--- src/rtl/dm_access_arbiter_pkg.sv ---
// Shared state encoding, access-size opcodes and alignment rule for the
// data-memory access arbiter.
package dm_arb_pkg;

  typedef enum logic [2:0] {
    S_IDLE,
    S_ISSUE,
    S_WAIT,
    S_REJECT,
    S_DONE
  } arb_state_t;

  localparam logic [2:0] DOPC_WORD = 3'b000;
  localparam logic [2:0] DOPC_HALF = 3'b001;
  localparam logic [2:0] DOPC_BYTE = 3'b010;

  // Reserved opcodes report as misaligned so they are rejected like bad addresses.
  function automatic logic is_aligned(input logic [2:0] dopc, input logic [1:0] addr_lo);
    logic ok;
    case (dopc)
      DOPC_WORD: ok = (addr_lo == 2'b00);
      DOPC_HALF: ok = ~addr_lo[0];
      DOPC_BYTE: ok = 1'b1;
      default:   ok = 1'b0;
    endcase
    return ok;
  endfunction

endpackage

--- src/rtl/dm_access_arbiter_if.sv ---
// Requester and data-memory signal bundle for the access arbiter; the slave
// modport is the arbiter's view, the master modport the requesters' and memory's.
interface dm_access_arbiter_if #(
  parameter int NREQ = 4,
  parameter int AW   = 14,
  parameter int DW   = 32
);

  logic [NREQ-1:0]    req_i_arb;
  logic [NREQ-1:0]    we_i_arb;
  logic [NREQ*AW-1:0] addr_i_arb;
  logic [NREQ*DW-1:0] wdata_i_arb;
  logic [NREQ*3-1:0]  dopc_i_arb;
  logic [NREQ-1:0]    ack_o_arb;
  logic               err_o_arb;
  logic [DW-1:0]      rdata_o_arb;
  logic               dm_en_o_arb;
  logic               dm_wen_o_arb;
  logic [AW-1:0]      dm_addr_o_arb;
  logic [DW-1:0]      dm_wdata_o_arb;
  logic [2:0]         dm_dopc_o_arb;
  logic [DW-1:0]      dm_rdata_i_arb;
  logic               busy_o_arb;

  modport slave (
    input  req_i_arb, we_i_arb, addr_i_arb, wdata_i_arb, dopc_i_arb, dm_rdata_i_arb,
    output ack_o_arb, err_o_arb, rdata_o_arb, dm_en_o_arb, dm_wen_o_arb,
           dm_addr_o_arb, dm_wdata_o_arb, dm_dopc_o_arb, busy_o_arb
  );

  modport master (
    output req_i_arb, we_i_arb, addr_i_arb, wdata_i_arb, dopc_i_arb, dm_rdata_i_arb,
    input  ack_o_arb, err_o_arb, rdata_o_arb, dm_en_o_arb, dm_wen_o_arb,
           dm_addr_o_arb, dm_wdata_o_arb, dm_dopc_o_arb, busy_o_arb
  );

endinterface

--- src/rtl/dm_access_arbiter_rr_pick.sv ---
// Combinational round-robin picker: first set request after ptr, modulo NREQ.
module rr_pick #(
  parameter int NREQ = 4,
  parameter int GW   = (NREQ > 1) ? $clog2(NREQ) : 1
) (
  input  logic [NREQ-1:0] req,
  input  logic [GW-1:0]   ptr,
  output logic [GW-1:0]   grant,
  output logic            valid
);

  // Scan from the farthest candidate inward so the nearest one after ptr wins.
  always_comb begin
    grant = '0;
    valid = 1'b0;
    for (int i = NREQ; i >= 1; i--) begin
      if (req[GW'((int'(ptr) + i) % NREQ)]) begin
        grant = GW'((int'(ptr) + i) % NREQ);
        valid = 1'b1;
      end
    end
  end

endmodule

--- src/rtl/dm_access_arbiter.sv ---
// Round-robin arbiter sharing the single data-memory port among NREQ requesters,
// sequencing one access at a time and rejecting misaligned ones.
module dm_access_arbiter #(
  parameter int NREQ   = 4,
  parameter int AW     = 14,
  parameter int DW     = 32,
  parameter int RD_LAT = 1
) (
  input logic               clk,
  input logic               rst,
  dm_access_arbiter_if.slave bus
);

  import dm_arb_pkg::*;

  localparam int GW = (NREQ > 1) ? $clog2(NREQ) : 1;
  localparam int CW = $clog2(RD_LAT + 1);

  arb_state_t      state;
  logic [GW-1:0]   ptr;
  logic [GW-1:0]   gnt;
  logic [GW-1:0]   pick_g;
  logic            pick_valid;
  logic            lat_we;
  logic [CW-1:0]   cnt;

  logic [NREQ-1:0] ack_q;
  logic            err_q;
  logic [DW-1:0]   rdata_q;
  logic            en_q;
  logic            wen_q;
  logic [AW-1:0]   addr_q;
  logic [DW-1:0]   wdata_q;
  logic [2:0]      dopc_q;

  logic            sel_we;
  logic [AW-1:0]   sel_addr;
  logic [DW-1:0]   sel_wdata;
  logic [2:0]      sel_dopc;
  logic [NREQ-1:0] gnt_onehot;

  rr_pick #(.NREQ(NREQ), .GW(GW)) u_pick (
    .req   (bus.req_i_arb),
    .ptr   (ptr),
    .grant (pick_g),
    .valid (pick_valid)
  );

  assign sel_we     = bus.we_i_arb[pick_g];
  assign sel_addr   = bus.addr_i_arb[int'(pick_g) * AW +: AW];
  assign sel_wdata  = bus.wdata_i_arb[int'(pick_g) * DW +: DW];
  assign sel_dopc   = bus.dopc_i_arb[int'(pick_g) * 3 +: 3];
  assign gnt_onehot = {{(NREQ-1){1'b0}}, 1'b1} << gnt;

  // Strobes and ack are pulses: cleared every cycle unless the transition sets them.
  always_ff @(posedge clk or negedge rst) begin
    if (!rst) begin
      state   <= S_IDLE;
      ptr     <= GW'(NREQ - 1);
      gnt     <= '0;
      lat_we  <= 1'b0;
      cnt     <= '0;
      ack_q   <= '0;
      err_q   <= 1'b0;
      rdata_q <= '0;
      en_q    <= 1'b0;
      wen_q   <= 1'b0;
      addr_q  <= '0;
      wdata_q <= '0;
      dopc_q  <= '0;
    end else begin
      ack_q <= '0;
      err_q <= 1'b0;
      en_q  <= 1'b0;
      wen_q <= 1'b0;
      case (state)
        S_IDLE: begin
          if (pick_valid) begin
            gnt    <= pick_g;
            lat_we <= sel_we;
            if (is_aligned(sel_dopc, sel_addr[1:0])) begin
              state   <= S_ISSUE;
              en_q    <= 1'b1;
              wen_q   <= sel_we;
              addr_q  <= sel_addr;
              wdata_q <= sel_wdata;
              dopc_q  <= sel_dopc;
            end else begin
              state <= S_REJECT;
            end
          end
        end
        S_ISSUE: begin
          if (lat_we) begin
            state <= S_DONE;
            ack_q <= gnt_onehot;
          end else begin
            state <= S_WAIT;
            cnt   <= CW'(RD_LAT);
          end
        end
        S_WAIT: begin
          if (cnt == CW'(1)) begin
            rdata_q <= bus.dm_rdata_i_arb;
            state   <= S_DONE;
            ack_q   <= gnt_onehot;
          end else begin
            cnt <= cnt - 1'b1;
          end
        end
        S_REJECT: begin
          state <= S_DONE;
          ack_q <= gnt_onehot;
          err_q <= 1'b1;
        end
        S_DONE: begin
          ptr   <= gnt;
          state <= S_IDLE;
        end
        default: state <= S_IDLE;
      endcase
    end
  end

  assign bus.ack_o_arb      = ack_q;
  assign bus.err_o_arb      = err_q;
  assign bus.rdata_o_arb    = rdata_q;
  assign bus.dm_en_o_arb    = en_q;
  assign bus.dm_wen_o_arb   = wen_q;
  assign bus.dm_addr_o_arb  = addr_q;
  assign bus.dm_wdata_o_arb = wdata_q;
  assign bus.dm_dopc_o_arb  = dopc_q;
  assign bus.busy_o_arb     = (state != S_IDLE);

endmodule

--- src/flat_wrapper.sv ---
// flat-port wrapper written by rule: the top's interface ports become plain ports
module dm_access_arbiter_flat import dm_arb_pkg::*;
#(
  parameter int NREQ   = 4,
  parameter int AW     = 14,
  parameter int DW     = 32,
  parameter int RD_LAT = 1
)
  (clk, rst, bus_req_i_arb, bus_we_i_arb, bus_addr_i_arb, bus_wdata_i_arb, bus_dopc_i_arb, bus_dm_rdata_i_arb, bus_ack_o_arb, bus_err_o_arb, bus_rdata_o_arb, bus_dm_en_o_arb, bus_dm_wen_o_arb, bus_dm_addr_o_arb, bus_dm_wdata_o_arb, bus_dm_dopc_o_arb, bus_busy_o_arb);
  dm_access_arbiter_if #(.NREQ(NREQ), .AW(AW), .DW(DW)) bus_i ();
  input logic clk;
  input logic rst;
  input wire logic [$bits(bus_i.req_i_arb)-1:0] bus_req_i_arb;
  input wire logic [$bits(bus_i.we_i_arb)-1:0] bus_we_i_arb;
  input wire logic [$bits(bus_i.addr_i_arb)-1:0] bus_addr_i_arb;
  input wire logic [$bits(bus_i.wdata_i_arb)-1:0] bus_wdata_i_arb;
  input wire logic [$bits(bus_i.dopc_i_arb)-1:0] bus_dopc_i_arb;
  input wire logic [$bits(bus_i.dm_rdata_i_arb)-1:0] bus_dm_rdata_i_arb;
  output wire logic [$bits(bus_i.ack_o_arb)-1:0] bus_ack_o_arb;
  output wire logic [$bits(bus_i.err_o_arb)-1:0] bus_err_o_arb;
  output wire logic [$bits(bus_i.rdata_o_arb)-1:0] bus_rdata_o_arb;
  output wire logic [$bits(bus_i.dm_en_o_arb)-1:0] bus_dm_en_o_arb;
  output wire logic [$bits(bus_i.dm_wen_o_arb)-1:0] bus_dm_wen_o_arb;
  output wire logic [$bits(bus_i.dm_addr_o_arb)-1:0] bus_dm_addr_o_arb;
  output wire logic [$bits(bus_i.dm_wdata_o_arb)-1:0] bus_dm_wdata_o_arb;
  output wire logic [$bits(bus_i.dm_dopc_o_arb)-1:0] bus_dm_dopc_o_arb;
  output wire logic [$bits(bus_i.busy_o_arb)-1:0] bus_busy_o_arb;
  assign bus_i.req_i_arb = bus_req_i_arb;
  assign bus_i.we_i_arb = bus_we_i_arb;
  assign bus_i.addr_i_arb = bus_addr_i_arb;
  assign bus_i.wdata_i_arb = bus_wdata_i_arb;
  assign bus_i.dopc_i_arb = bus_dopc_i_arb;
  assign bus_i.dm_rdata_i_arb = bus_dm_rdata_i_arb;
  assign bus_ack_o_arb = bus_i.ack_o_arb;
  assign bus_err_o_arb = bus_i.err_o_arb;
  assign bus_rdata_o_arb = bus_i.rdata_o_arb;
  assign bus_dm_en_o_arb = bus_i.dm_en_o_arb;
  assign bus_dm_wen_o_arb = bus_i.dm_wen_o_arb;
  assign bus_dm_addr_o_arb = bus_i.dm_addr_o_arb;
  assign bus_dm_wdata_o_arb = bus_i.dm_wdata_o_arb;
  assign bus_dm_dopc_o_arb = bus_i.dm_dopc_o_arb;
  assign bus_busy_o_arb = bus_i.busy_o_arb;
  dm_access_arbiter #(.NREQ(NREQ), .AW(AW), .DW(DW), .RD_LAT(RD_LAT)) u_core (.clk(clk), .rst(rst), .bus(bus_i));
endmodule
--- config.mk ---
export PLATFORM = sky130hd
export DESIGN_NAME = dm_access_arbiter_flat
export DESIGN_NICKNAME = d
export VERILOG_FILES = /design/src/rtl/dm_access_arbiter_pkg.sv /design/src/rtl/dm_access_arbiter_if.sv /design/src/rtl/dm_access_arbiter_rr_pick.sv /design/src/rtl/dm_access_arbiter.sv /design/src/flat_wrapper.sv
export SDC_FILE = /design/constraint.sdc
export NUM_CORES = 1
export LEC_CHECK = 0
export ABC_CLOCK_PERIOD_IN_PS = 4100
export BUFFER_PORTS_ARGS = -buffer_cell sky130_fd_sc_hd__buf_2
export CAP_MARGIN = 25
export CORE_AREA = 2 2 128 130
export CTS_BUF_LIST = sky130_fd_sc_hd__clkbuf_8 sky130_fd_sc_hd__clkbuf_16
export DETAILED_ROUTE_END_ITERATION = 12
export DIE_AREA = 0 0 130 132
export PLACE_DENSITY = 0.65
export SYNTH_ARGS = -nofsm -noshare
export SYNTH_HDL_FRONTEND = slang
export SYNTH_SLANG_ARGS = --single-unit
--- constraint.sdc ---
create_clock -name clk -period 4.1 [get_ports clk]
set_input_delay 0.82 -clock clk [delete_from_list [all_inputs] [get_ports clk]]
set_output_delay 0.82 -clock clk [all_outputs]
set_load 0.05 [all_outputs]
Word level (Yosys, flattened, before mapping) --
Index checks and enable logic that the tools add are counted.
Word-level totals: input bits 238, flip-flop bits (word level) 97, output and inout port bits 89, word-level logic and storage cells 92
Operators by class: order comparisons 5, multipliers 2, bitwise operators 1, shift-type cells 4, mux-type cells 43, eq/ne operators 9, reductions and logical operators 10, add/sub/neg operators 5
Operator list (number):
- 128-bit by 8-bit variable part select with 32-bit output | 1
- 56-bit by 32-bit variable part select with 14-bit output | 1
- 12-bit by 32-bit variable part select with 3-bit output | 1
- 1-bit 2-to-1 mux | 24
- 2-bit by 4-bit < comparator with 1-bit output, second input constant | 4
- 3-bit one-hot mux with 4 select lines | 1
- 4-bit one-hot mux with 3 select lines | 1
- 1-bit binary-select mux with 2-bit select | 5
- 2-bit 2-to-1 mux | 5
- 3-bit by 2-bit equality test with 1-bit output, second input constant | 3
- 3-bit 2-to-1 mux | 3
- 4-bit 2-to-1 mux | 2
- 2-bit AND reduction | 4
- 3-bit by 1-bit equality test with 1-bit output, second input constant | 2
- 3-bit zero test | 2
- 2-bit by 3-bit multiplier with 5-bit output, second input constant | 1
- 2-bit by 1-bit adder with 2-bit output, second input constant | 2
- 2-bit adder, second input constant | 2
- 2-bit by 2-bit multiplier with 4-bit output, second input constant | 1
- 2-bit by 1-bit inequality test with 1-bit output, second input constant | 2
- 1-bit by 2-bit << shifter with 4-bit output, first input constant | 1
- 3-bit equality test, second input constant | 1
- 2-bit by 3-bit < comparator with 1-bit output, second input constant | 1
- 1-bit one-hot mux with 3 select lines | 1
- other kinds (8) | 8

Logic depth before layout (Yosys ltp) --
Gate-level depths: netlist (run 1).
word-level depth 17, gate-level depth with buffers 10

Cells and area by module --
A second synthesis (run 1) with hierarchy kept.
Second synthesis, totals: cells, all modules 312, area, all modules 4966.0 um^2
Modules (own cells, without submodules):
- dm_access_arbiter | sequential area each 2429.8 um^2, cells an instance 298, instances 1, area an instance 4874.7 um^2
- rr_pick | sequential area each 0.0 um^2, cells an instance 14, instances 1, area an instance 91.3 um^2

Worst setup path before layout (run 1) --
No wires, ideal clock.
path kind input -> register, start in bus_req_i_arb[1], end reg u_core.addr_q[10], in the netlist u_core.bus.dm_addr_o_arb[10], cell stages on the path 8, data arrival time 2697 ps, setup slack 1278 ps, path buffers 2, cell sequence a221o_1 > a21oi_1 > buf_2 > mux2i_1 > o21ai_2 > a21oi_4 > buf_6 > mux2_2
Between the ends: cells in the longest elaborated chain, start to end 14
Ends and longest elaborated chain:
- start: declaration | line flat_wrapper.sv:13 | input wire logic [$bits(bus_i.req_i_arb)-1:0] bus_req_i_arb;
- 1-bit binary-select mux with 2-bit select | line dm_access_arbiter_rr_pick.sv:17 | if (req[GW'((int'(ptr) + i) % NREQ)]) begin
- 1-bit 2-to-1 mux (not written as such) (2 in a row) | line dm_access_arbiter_rr_pick.sv:17
- 2-bit 2-to-1 mux (4 in a row) | line dm_access_arbiter_rr_pick.sv:17
- 2-bit by 3-bit multiplier with 5-bit output or 2-bit by 2-bit multiplier with 4-bit output (tied branches) | line dm_access_arbiter.sv:50, dm_access_arbiter.sv:52
- 56-bit by 32-bit variable part select with 14-bit output or 12-bit by 32-bit variable part select with 3-bit output (tied branches) | line dm_access_arbiter.sv:50, dm_access_arbiter.sv:52
- 2-bit zero test (tied with other cells) | line dm_access_arbiter_pkg.sv:21 | DOPC_WORD: ok = (addr_lo == 2'b00);
- 1-bit one-hot mux with 3 select lines | line dm_access_arbiter_pkg.sv:20 | case (dopc)
- 1-bit 2-to-1 mux | line dm_access_arbiter.sv:78 | if (pick_valid) begin
- 1-bit 2-to-1 mux | line dm_access_arbiter.sv:76 | case (state)
- 3-bit AND reduction (no line)
- end signal: assignment | line dm_access_arbiter.sv:85 | addr_q <= sel_addr;
- end: declaration | line dm_access_arbiter.sv:32 | logic [AW-1:0] addr_q;
Several ways; a longest one is shown, not always the timed one. The select of a mux whose other input is x is not followed. A chain may end at the register's enable or synchronous reset.

Final worst setup path (run 1) --
start in bus_req_i_arb[1], end reg u_core.wdata_q[3], in the netlist u_core.bus.dm_wdata_o_arb[3]
Between the ends: cells in the longest elaborated chain, start to end 14
Ends and longest elaborated chain:
- 1-bit binary-select mux with 2-bit select | line dm_access_arbiter_rr_pick.sv:17
- 1-bit 2-to-1 mux (not written as such) (2 in a row) | line dm_access_arbiter_rr_pick.sv:17
- 2-bit 2-to-1 mux (4 in a row) | line dm_access_arbiter_rr_pick.sv:17
- 2-bit by 3-bit multiplier with 5-bit output or 2-bit by 2-bit multiplier with 4-bit output (tied branches) | line dm_access_arbiter.sv:50, dm_access_arbiter.sv:52
- 56-bit by 32-bit variable part select with 14-bit output or 12-bit by 32-bit variable part select with 3-bit output (tied branches) | line dm_access_arbiter.sv:50, dm_access_arbiter.sv:52
- 2-bit zero test (tied with other cells) | line dm_access_arbiter_pkg.sv:21
- 1-bit one-hot mux with 3 select lines | line dm_access_arbiter_pkg.sv:20
- 1-bit 2-to-1 mux | line dm_access_arbiter.sv:78
- 1-bit 2-to-1 mux | line dm_access_arbiter.sv:76
- 3-bit AND reduction (no line)
- end signal: assignment | line dm_access_arbiter.sv:86 | wdata_q <= sel_wdata;
- end: declaration | line dm_access_arbiter.sv:33 | logic [DW-1:0] wdata_q;
Several ways; a longest one is shown, not always the timed one. The select of a mux whose other input is x is not followed.

==> flow_metrics.py, run 1 <==
metrics = {
    "setup_path": {
        "worstSetupEndpointType": "flip-flop",
        "cp.arrival_ns": 3.37,
        "cp_top_family": "compound AO/OA/AOI/OAI gates",
        "slowest_stage": "a211oi_4",
        "crit_top_cell": "buf_4",
        "worstPathBufferInverterCount": 3,
        "cp_cell_sequence": "buf_2, o21a_1, a211oi_4, buf_4, a311o_1, nand2_1, a21oi_4, buf_4, mux2_2",
        "cp-start-kind": "input pin",
        "critPathRequiredTime_ns": 4.33,
        "max_stage_delay_ns": 0.66,
        "path_class": "input pin to flip-flop",
        "critPathMaxFanout": 26,
    },
    "global_route": {
        "globalRouteTotalUtil_pct": 18.7,
        "grt_max_degree": 94,
        "grt_overflow": 0,
        "grt_pass1_vias": 4838,
        "antenna_found_initial": 1,
        "grt_pass1_wl_mm": 25.1,
    },
    "sta": {
        "min_period_over_period_pct": 76.6,
        "slew_violations": 0,
        "finalSetupViolCount": 0,
        "finalCriticalPeriod_ns": 3.14,
        "rsz0062_at_grt": "no",
        "fin_setup_tns_ns": 0,
        "fmax_mhz": 318,
        "skew_ns": 0.00995,
        "hold_viol": 0,
        "layout_setup_ws_ns": 0.959,
        "worst_slew_pin_slew_ns": 0.810,
        "slew_headroom_pct": 46.0,
    },
    "pwr": {
        "ir_worst_vdd_mv": 0.535,
        "p_leak_nw": 3.72,
        "power_density_nw_per_um2": 895,
    },
    "layout": {
        "fin_util_pct": 48.0,
        "nNetsFinal": 1030,
        "design_area_um2": 7540,
        "area_growth_pct": 39.6,
        "instances_no_fill": 1014,
        "drive_gt1_share_pct": 55.5,
    },
    "floorplan": {
        "rows": 46,
        "core_area_um2": 15700,
        "dieArea_um2": 17200,
        "ioPinCount": 327,
        "start_util_pct": 34.4,
        "die_w_um": 130,
        "die_y_um": 132,
    },
    "yosys": {
        "synth_edf_count": 0,
        "syn_inst": 480,
        "yosysSeqAreaShare_pct": 45.0,
        "synth_warnings": 0,
        "synthArstFlopShare_pct": 100,
        "ys.flop_type": "dfrtp_1",
        "synth_most_common_cell": "dfrtp_1",
        "postSynthAreaPerCell_um2": 11.3,
        "ys_ff_latch": 97,
        "netlist_area_um2": 5400,
        "synth.area.top_cells": "dfrtp_1 44%, mux2_2 17%, mux2i_1 9.8%",
        "synth_common_cells": "95 x dfrtp_1, 82 x mux2_2, 53 x a21oi_1, 53 x mux2i_1, 48 x a211oi_1",
        "synth_nets": 718,
        "yosysTopAreaCell": "dfrtp_1",
        "netlist.area_leader.share_pct": 44.0,
        "synth.distinct_cells": 40,
    },
    "routing": {
        "drtPass1Iterations": 4,
        "via_per_inst": 4.80,
        "routed_wl_mm": 16.0,
        "post_drt_wl_per_cell_um": 15.8,
        "drc_errors": 0,
        "drtIter0Drc": 239,
        "antenna_left": 0,
        "dr_total_vias": 4866,
    },
    "place": {
        "port_buffers": 326,
        "dpl.hpwl_mm": 12.6,
        "preCtsSetupSlack_ns": 0.591,
        "gp_congestion": 0.815,
        "placed_area_um2": 7220,
        "post-place-cells": 997,
    },
    "clock_network": {
        "clk_pin_slew_ns": 0.06,
        "insertion_delay_ns": 0.35,
        "postCtsSetupBuffers": 0,
        "cts_inserted_buffers": 9,
        "cts.sinks": 97,
        "cts_tree": "built",
        "cts_hold_buf": 0,
        "htreeDepth": 3,
        "clockBufferDepth": 2,
        "cts-root-buf": "clkbuf_16",
        "cts-resized-gates": 0,
    },
    "job": {
        "cap_violations": 0,
    },
    "status": {
        "outcome": "completed",
    },
    "hold_path": {
        "hold_class": "flip-flop to flip-flop",
    },
}
stage by stage:
stage                     power [mW]  hold slack [ns]
final                           6.75            0.501
after floorplan                 4.93            0.458
after CTS                       6.83            0.504
after global routing            7.16            0.508
after detailed placement        5.90            0.488
after global placement          5.83            0.481
power breakdown:
part | internal [mW] | switching [mW] | total, mW
combinational | 1.36 | 2.79 | 4.15
clock | 0.505 | 0.395 | 0.900
sequential | 1.44 | 0.262 | 1.70
total | 3.30 | 3.44 | 6.75
placed cells by master, fill, tap and decap left out, types with 3 or more instances in the layout:
cell type,count
buf_2,325
dfrtp_1,95
mux2_2,82
mux2i_1,53
a21oi_1,52
a211oi_1,48
nor2b_1,36
and2b_1,12
nor2_1,11
inv_1,11
buf_4,11
clkbuf_16,9
nand2_1,5
o21ai_0,5
nor3b_1,5
nand3_1,3
sequential cells by signal, summed over array words and instances, names as in the netlist:
| register | count |
|---|---|
| u_core.bus.dm_wen_o_arb | 1 |
| u_core.gnt | 2 |
| u_core.bus.dm_en_o_arb | 1 |
| u_core.bus.dm_addr_o_arb | 14 |
| u_core.lat_we | 1 |
| u_core.bus.ack_o_arb | 4 |
| u_core.bus.err_o_arb | 1 |
| u_core.bus.dm_wdata_o_arb | 32 |
| u_core.bus.rdata_o_arb | 32 |
| u_core.bus.dm_dopc_o_arb | 3 |
| u_core.state | 3 |
| u_core.ptr | 2 |
| u_core.cnt | 1 |
layout make-up:
class / count / area, µm²
Clock inverter: 6 / 83.8
Multi-Input combinational cell: 336 / 2750
Timing Repair Buffer: 337 / 1730
Clock buffer: 10 / 239
Tap cell: 216 / 270
Fill cell: 1500 / 8170
Inverter: 11 / 41.3
Sequential cell: 97 / 2430
Antenna cell: 1 / 2.50
path summary, 6_finish.rpt:
path | from | end | slack [ns] | cells after the start
max | bus_req_i_arb[1] | u_core.bus.dm_wdata_o_arb[3] | 0.96 | 9
max in group asynchronous | rst | u_core.bus.dm_wdata_o_arb[3] | 2.71 | 2
min reg2reg | u_core.bus.dm_wdata_o_arb[5] | u_core.bus.dm_wdata_o_arb[5] | 0.50 | 1
min | u_core.bus.dm_wdata_o_arb[5] | u_core.bus.dm_wdata_o_arb[5] | 0.50 | 1
max reg2reg | u_core.ptr[1] | u_core.bus.dm_wdata_o_arb[3] | 1.21 | 8
min in group asynchronous | rst | u_core.bus.dm_wdata_o_arb[20] | 0.55 | 1
per-layer routing:
metal  share of wire [%]  global-route usage (%)  up-vias
met1                  40                    21.9     2224
met3                 8.5                    6.21       22
met2                  49                    32.3      232
li1                    -                       -     2388
met4                 2.2                    5.85        0
met5                   0                       0        -
cell families (layout without fill, tap and decap cells):
group	count (synthesis)	in the layout	share of synthesized area, %
compound gates	119	119	14.3
buf+inv	47	364	4.66
flops	97	97	45.0
mux	135	135	26.9
other cells	0	1	0
simple gates	82	82	9.15
(Power assumes the default switching activity.)
==> run 2, diff against run 1 <==
- ABC_AREA: default -> 1
- ABC_CLOCK_PERIOD_IN_PS: 4100 -> 2900
- CORE_AREA: 2 2 128 130 -> 2 2 127 129
- DIE_AREA: 0 0 130 132 -> 0 0 129 131
- clock period: 4.1 -> 2.9 ns (I/O delays scaled with it)
==> run 2 against run 1 <==
- final cell count is 21% higher
- clock skew decreased by 0.0023 ns
- critical path depth rose by 9
- register-to-register slack worse by 0.93 ns
- final area down 1.2%
- highest routed layer unchanged
- first-iteration DRC count increased by 23%
==> flow_metrics.py, run 2 <==
metrics = {
    "routing": {
        "via_per_inst": 4.72,
        "dr_total_vias": 5782,
        "drc_errors": 0,
        "post_drt_wl_per_cell_um": 14.0,
        "drtIter0Drc": 294,
        "antenna_left": 0,
        "drtPass1Iterations": 4,
        "routed_wl_mm": 17.2,
    },
    "setup_path": {
        "cp-start-kind": "flip-flop",
        "cp.arrival_ns": 2.86,
        "cp_cell_sequence": "inv_4, nand2_1, nand2_1, nand2_1, nand2_1, nand2_2, nand2_2, nand2_4, nand2_4, inv_2, nand2_1, nand3_1, nand2_1, a21oi_4, nand3_4, buf_4, nand2_1, nand2_1",
        "ff2ff_setup_slack_ns": 0.28,
        "critPathLaunch": "u_core.ptr[0]",
        "crit_top_cell": "nand2_1",
        "path_class": "flip-flop to flip-flop",
        "crit_cells": 18,
        "slowest_stage": "dfstp_2",
        "critPathMaxFanout": 25,
        "critPathRequiredTime_ns": 3.13,
        "r2r_end": "u_core.bus.dm_wdata_o_arb[11]",
        "reg2reg_from": "u_core.ptr[0]",
        "max_stage_delay_ns": 0.64,
        "r2r_cells": 18,
        "crit_end": "u_core.bus.dm_wdata_o_arb[11]",
        "worstSetupEndpointType": "flip-flop",
        "worstPathBufferInverterCount": 3,
        "cp_top_family": "simple AND/OR/NAND/NOR gates",
    },
    "sta": {
        "finalSetupViolCount": 0,
        "fmax_mhz": 381,
        "slew_violations": 0,
        "fin_setup_tns_ns": 0,
        "worst_slew_pin_slew_ns": 0.525,
        "finalCriticalPeriod_ns": 2.62,
        "layout_setup_ws_ns": 0.278,
        "holdWs_ns": 0.211,
        "skew_ns": 0.00765,
        "hold_viol": 0,
        "min_period_over_period_pct": 90.4,
        "rsz0062_at_grt": "no",
        "slew_headroom_pct": 65.0,
    },
    "global_route": {
        "grt_max_degree": 91,
        "grt_pass1_wl_mm": 26.0,
        "antenna_found_initial": 1,
        "grt_overflow": 0,
        "grt_pass1_vias": 5309,
        "globalRouteTotalUtil_pct": 19.5,
    },
    "yosys": {
        "synth_edf_count": 0,
        "synth.area.top_cells": "dfrtp_1 45%, nand2_1 15%, o21ai_0 8.8%",
        "netlist_area_um2": 5330,
        "synth.distinct_cells": 24,
        "synth_common_cells": "208 x nand2_1, 105 x nor2_1, 95 x dfrtp_1, 94 x o21ai_0, 44 x o22ai_1",
        "yosysTopAreaCell": "dfrtp_1",
        "netlist.area_leader.share_pct": 44.6,
        "synthArstFlopShare_pct": 100,
        "synth_warnings": 0,
        "ys_ff_latch": 97,
        "synth_nets": 934,
        "synth_most_common_cell": "nand2_1",
        "syn_inst": 696,
        "ys.flop_type": "dfrtp_1",
        "postSynthAreaPerCell_um2": 7.65,
        "yosysSeqAreaShare_pct": 45.6,
    },
    "layout": {
        "nNetsFinal": 1241,
        "fillers": 1590,
        "regArea_um2": 2430,
        "most-common-layout-cells": "325 x buf_2, 208 x nand2_1, 105 x nor2_1",
        "mostFrequentLayoutCell": "buf_2",
        "area_growth_pct": 40.0,
        "multi_input_area_um2": 2540,
        "drive_gt1_share_pct": 40.1,
    },
    "floorplan": {
        "core_area_um2": 15600,
        "die_y_um": 131,
        "ioPinCount": 327,
        "die_w_um": 129,
        "dieArea_um2": 16900,
        "start_util_pct": 34.1,
        "rows": 46,
    },
    "clock_network": {
        "cts_tree": "built",
        "htreeDepth": 3,
        "insertion_delay_ns": 0.34,
        "cts-root-buf": "clkbuf_16",
        "cts_hold_buf": 0,
        "clk_pin_slew_ns": 0.07,
        "cts.sinks": 97,
        "cts_inserted_buffers": 9,
        "postCtsSetupBuffers": 0,
        "cts-resized-gates": 0,
        "clockBufferDepth": 2,
    },
    "place": {
        "gp_congestion": 0.870,
        "dpl.hpwl_mm": 13.4,
        "preCtsSetupSlack_ns": 0.213,
        "port_buffers": 326,
    },
    "job": {
        "cap_violations": 0,
    },
    "hold_path": {
        "hold_class": "input pin to async pin",
    },
    "status": {
        "outcome": "completed",
    },
}
[run 2: stage by stage]
step,cells,utilization (%),area [µm²]
after floorplan,696,-,5330
after global placement,1208,45.9,7160
after detailed placement,1208,45.9,7160
after CTS,1224,47.7,7450
after global routing,1225,47.8,7450
final,1225,47.8,7450
[run 2: cells by family (layout without fill, tap and decap cells)]
| kind of cell | after synthesis | in the layout | synth area share, % |
|---|---|---|---|
| AO/OA/AOI/OAI | 147 | 147 | 15.2 |
| other | 0 | 1 | 0 |
| AND/OR/NAND/NOR | 344 | 344 | 25.9 |
| multiplexers | 32 | 32 | 6.77 |
| flip-flops | 97 | 97 | 45.6 |
| buffers and inverters | 76 | 388 | 6.58 |
[run 2: worst min-delay path by stage]
stage / start / endpoint / slack (ns) / depth (start not counted)
2_1_floorplan: rst / u_core.bus.ack_o_arb[0] / 0.28 / 0
3_3_place_gp: u_core.gnt[0] / u_core.bus.ack_o_arb[2] / 0.45 / 1
3_5_place_dp: u_core.gnt[0] / u_core.bus.ack_o_arb[2] / 0.44 / 1
4_1_cts: rst / u_core.bus.ack_o_arb[1] / 0.21 / 1
5_1_grt: rst / u_core.bus.ack_o_arb[0] / 0.25 / 1
6_report: rst / u_core.bus.ack_o_arb[1] / 0.21 / 1
[run 2: layer usage]
layer  wire, µm  GRT usage, %  vias to the layer above
met5          0             0                        -
met4        442          8.18                        0
met3       1320          4.19                       31
met2       8300          33.4                      250
met1       7080          23.9                     2600
li1           -             -                     2901
[run 2: layout make-up]
type,instances,area share (%)
clock inverter,7,0.839
timing repair buffer,340,24.1
sequential,97,32.6
multi-input combinational,523,34.1
inverter,32,1.68
clock buffer,9,3.02
tap,216,3.63
antenna,1,0.0336
Power of run 2 is not shown: default switching activity piles up to over one toggle a cycle in this logic, so the estimate is an artifact.
